**config.mk**
```make
export PLATFORM = sky130hd
export DESIGN_NAME = seg_decode
export DESIGN_NICKNAME = d
export VERILOG_FILES = /design/src/rtl/seg_pkg.sv /design/src/rtl/seg_decode.sv
export SDC_FILE = /design/constraint.sdc
export NUM_CORES = 1
export LEC_CHECK = 0
export CELL_PAD_IN_SITES_DETAIL_PLACEMENT = 1
export CELL_PAD_IN_SITES_GLOBAL_PLACEMENT = 2
export CORE_AREA = 2 2 39 41
export DETAILED_ROUTE_END_ITERATION = 10
export DIE_AREA = 0 0 41 43
export GPL_ROUTABILITY_DRIVEN = 0
export PLACE_DENSITY_LB_ADDON = 0.3
export SYNTH_ARGS = -nofsm -noshare
export SYNTH_HDL_FRONTEND = slang
export SYNTH_SLANG_ARGS = --single-unit
export TNS_END_PERCENT = 5
```
**constraint.sdc**
```tcl
create_clock -name vclk -period 1.09
set_input_delay 0.2725 -clock vclk [all_inputs]
set_output_delay 0.2725 -clock vclk [all_outputs]
set_load 0.01 [all_outputs]
```
**src/rtl/seg_pkg.sv**
```systemverilog
// -----------------------------------------------------------------------------
// seg_pkg -- shared definitions for the seven-segment sequence checker.
//
// Contents:
//   SEG_W, DIGIT_W, CNT_W  widths of a segment pattern, a decoded digit and
//                          the stability counter
//   SEG_0 .. SEG_5         active-low segment patterns, bit order g..a
//   SEG_BLANK              all segments off
//   state_t                checker FSM states
//   next_digit()           successor in the count-down sequence 5,4,3,2,1,0,5
// -----------------------------------------------------------------------------
package seg_pkg;

    localparam int SEG_W   = 7;
    localparam int DIGIT_W = 4;
    localparam int CNT_W   = 10;

    localparam logic [SEG_W-1:0] SEG_0     = 7'b1000000;
    localparam logic [SEG_W-1:0] SEG_1     = 7'b1111001;
    localparam logic [SEG_W-1:0] SEG_2     = 7'b0100100;
    localparam logic [SEG_W-1:0] SEG_3     = 7'b0110000;
    localparam logic [SEG_W-1:0] SEG_4     = 7'b0011001;
    localparam logic [SEG_W-1:0] SEG_5     = 7'b0010010;
    localparam logic [SEG_W-1:0] SEG_BLANK = 7'b1111111;

    typedef enum logic [1:0] {
        HUNT   = 2'd0,
        LOCKED = 2'd1,
        ERR    = 2'd2
    } state_t;

    // The observed display counts down and wraps from 0 back to 5.
    function automatic logic [DIGIT_W-1:0] next_digit(input logic [DIGIT_W-1:0] d);
        return (d == '0) ? DIGIT_W'(5) : d - 1'b1;
    endfunction

endpackage

```
**src/rtl/seg_decode.sv**
```systemverilog
// -----------------------------------------------------------------------------
// seg_decode -- purely combinational segment-pattern to digit decoder.
//
// Ports:
//   pattern  in   active-low segment pattern, bit order g..a
//   digit    out  decoded digit 0..5 (0 when the pattern is invalid)
//   valid    out  1 when the pattern is one of the six recognised digits
// -----------------------------------------------------------------------------
module seg_decode
    import seg_pkg::*;
(
    input  logic [SEG_W-1:0]   pattern,
    output logic [DIGIT_W-1:0] digit,
    output logic               valid
);

    always_comb begin
        digit = '0;
        valid = 1'b1;
        case (pattern)
            SEG_0:   digit = DIGIT_W'(0);
            SEG_1:   digit = DIGIT_W'(1);
            SEG_2:   digit = DIGIT_W'(2);
            SEG_3:   digit = DIGIT_W'(3);
            SEG_4:   digit = DIGIT_W'(4);
            SEG_5:   digit = DIGIT_W'(5);
            default: valid = 1'b0;
        endcase
    end

endmodule

```
==> out/results.tsv <==
stage	metric	value	unit
worst_setup_path	cp.arrival	1.05	ns
final_layout	clkbuf_count	0	
worst_setup_path	crit_family	compound AO/OA/AOI/OAI gates	
synth	yosysWarnings	0	
final_layout	seq_cell_count	0	
synth	ys_top_cells_by_area	xor2_1 (11%), o311ai_2 (10%), and2b_1 (9.6%)	
floorplanning	core	0.00138	sq mm
synth	synth.largest_area_cell	xor2_1	
sta	fin_tns_setup	-0.711	ns
worst_setup_path	worst_setup_path_end_kind	output pin	
sta	finalHoldViolations	0	
synth	synth.area.mux_share	0	
sta	setup_ws	-0.236	ns
drt	drt-total-wl	666	microns
final_layout	stdcell_area	358	sq um
pwr	leakagePower	0.000164	uW
sta	min_period	1.33	ns
floorplanning	die_y	43	microns
sta	report.final.slew_viol_count	0	
global_routing	top_usage_layer	met2	
synth	synth_xor_xnor_area_share	0.112	
final_layout	drive_above_1_share	0.789	
sta	timing.fmax	0.754	GHz
sta	finalCritPeriodShare	1.22	
synth	synth.top_cell.area_share	0.112	
floorplanning	pin_count	12	
final_layout	final_util	0.259	
floorplanning	dieArea	0.00176	sq mm
floorplanning	start_util	0.113	
synth	synthCells	22	
global_routing	grt_overflow_total	0	
global_routing	grt_max_degree	7	
place	pre_cts_ws	-1.20	ns
drt	vias	222	
drt	viasPerCell	4.11	
worst_hold_path	hold_class	in2out	
synth	synth_area	156	sq um
drt	drt_iter0_markers	1	
final_layout	regArea	0	sq um
synth	synth-adder-area-share	0	
worst_setup_path	critPathRequiredTime	0.82	ns
worst_setup_path	slowest_delay	0.24	ns
synth	avgSynthCellArea	7.11	sq um
drt	drc	0	
synth	synthesis.nets	29	
global_routing	grt_pass1_vias	232	
global_routing	use_met2	0.134	
drt	wl_per_cell	12.3	microns
synth	synth_compound_area_frac	0.248	
worst_hold_path	min_path_cells	4	
drt	drt.antenna.violating_nets	0	
sta	rsz0062_at_grt	true	
flow_run	drv_cap	0	
worst_hold_path	min_to	digit[0]	
global_routing	grt_use_total	0.0709	
synth	synth_top_family_by_area	simple AND/OR/NAND/NOR gates	
pwr	p_per_area	308	mW/mm^2
worst_setup_path	path_max_fanout	6	
worst_setup_path	crit_type	in2out	
worst_setup_path	critPathSlowestCell	o311ai_2	
worst_hold_path	holdCritStartpoint	pattern[3]	
synth	yosysSeqAreaShare	0	
final_layout	num-nets-final	47	
final_layout	syn2layout_area_growth	129	%
global_routing	antenna_found_initial	0	
drt	first_pass_iters	2	
worst_setup_path	critical_path.startpoint_type	input port	
floorplanning	rows	14	
global_routing	grt_use_met3	0	
synth	synth_cell_type_count	16	
global_routing	use_met1	0.0886	
floorplanning	die_w	41	microns
synth	synth-simple-area-share	0.520	
status	status	finished with violations	
place	placed_area	309	sq um
worst_setup_path	worstPathCellList	buf_12, nor3b_2, a21oi_2, o311ai_2, buf_2	
final_layout	diodes	0	
worst_setup_path	cp_num_buf_inv	2	
global_routing	grt_pass1_wl	945	microns
sta	setup_viol	4	
clock_tree	cts.hold.buffers_added	0	
pwr	ir_drop	0.000119	V
place	portBuffers	11	
status	violations	negative setup slack	
sta	fin_hold_ws	0.921	ns
==> worst min-delay path, cell delays in order <==
cell	delay, ns
buf_6	0.11
nand4_1	0.08
a21oi_2	0.05
buf_2	0.13
==> synth_stat cells (all sizes together) <==
master  number
or2          1
nor4         1
inv          2
o311ai       1
and4         1
and2b        2
nand2        2
o211ai       1
nor3b        1
buf          1
xor2         2
nand4b       1
conb         1
a21oi        2
nor3         2
nand4        1
==> metal layers <==
metal / vias to the layer above / part of all wire
li1: 111 / -
met1: 103 / 0.41
met2: 8 / 0.55
met3: 0 / 0.036
met4: 0 / 0
met5: - / 0
==> cells by family after synthesis <==
group	count (synthesis)
AO/OA/AOI/OAI	4
XOR/XNOR	2
buffers and inverters	3
other	1
AND/OR/NAND/NOR	12
==> worst max-delay path by stage <==
stage / to / depth (start not counted) / slack [ns] / start
after floorplan: valid / 2 / -0.02 / pattern[5]
after global placement: valid / 5 / -1.15 / pattern[3]
after detailed placement: valid / 5 / -1.20 / pattern[3]
after CTS: valid / 5 / -0.23 / pattern[0]
after global routing: valid / 5 / -0.27 / pattern[0]
final: valid / 5 / -0.24 / pattern[0]
==> layout by cell type (no fill, tap or decap) <==
master and n:
and4_1 1, buf_6 3, buf_4 7, nand2_2 2, o311ai_2 1, o211ai_2 1
nor3_4 1, nand4_1 1, inv_1 2, buf_12 1, and2b_1 2, or2_4 1
buf_2 6, nor3_2 1, xor2_2 2, conb_1 1, nand4b_1 1, nor4_2 1
nor3b_2 1, a21oi_2 2
==> power by group <==
group	switching, uW	internal [uW]	total (uW)
Clock	0	0	0
Combinational	51.7	58.5	110
Sequential	0	0	0
Total	51.7	58.5	110
==> timing repair <==
action	CTS	global route
setup buffers	2	0
resized for setup	57	10
endpoints found under the setup margin	4	4
pin swaps	10	8
==> metrics by stage <==
| step | instances | power (uW) |
|---|---|---|
| floorplan | 22 | 30.6 |
| global route | 54 | 118 |
| detailed placement | 52 | 85.6 |
| finish | 54 | 110 |
| global placement | 52 | 84.3 |
| CTS | 54 | 90.4 |
==> final cells by class <==
cell class / count / area (sq um)
timing repair buffer: 17 / 136
fill: 168 / 1030
multi-input combinational: 19 / 194
tap: 16 / 20.0
inverter: 2 / 7.51
(Power assumes the default switching activity.)
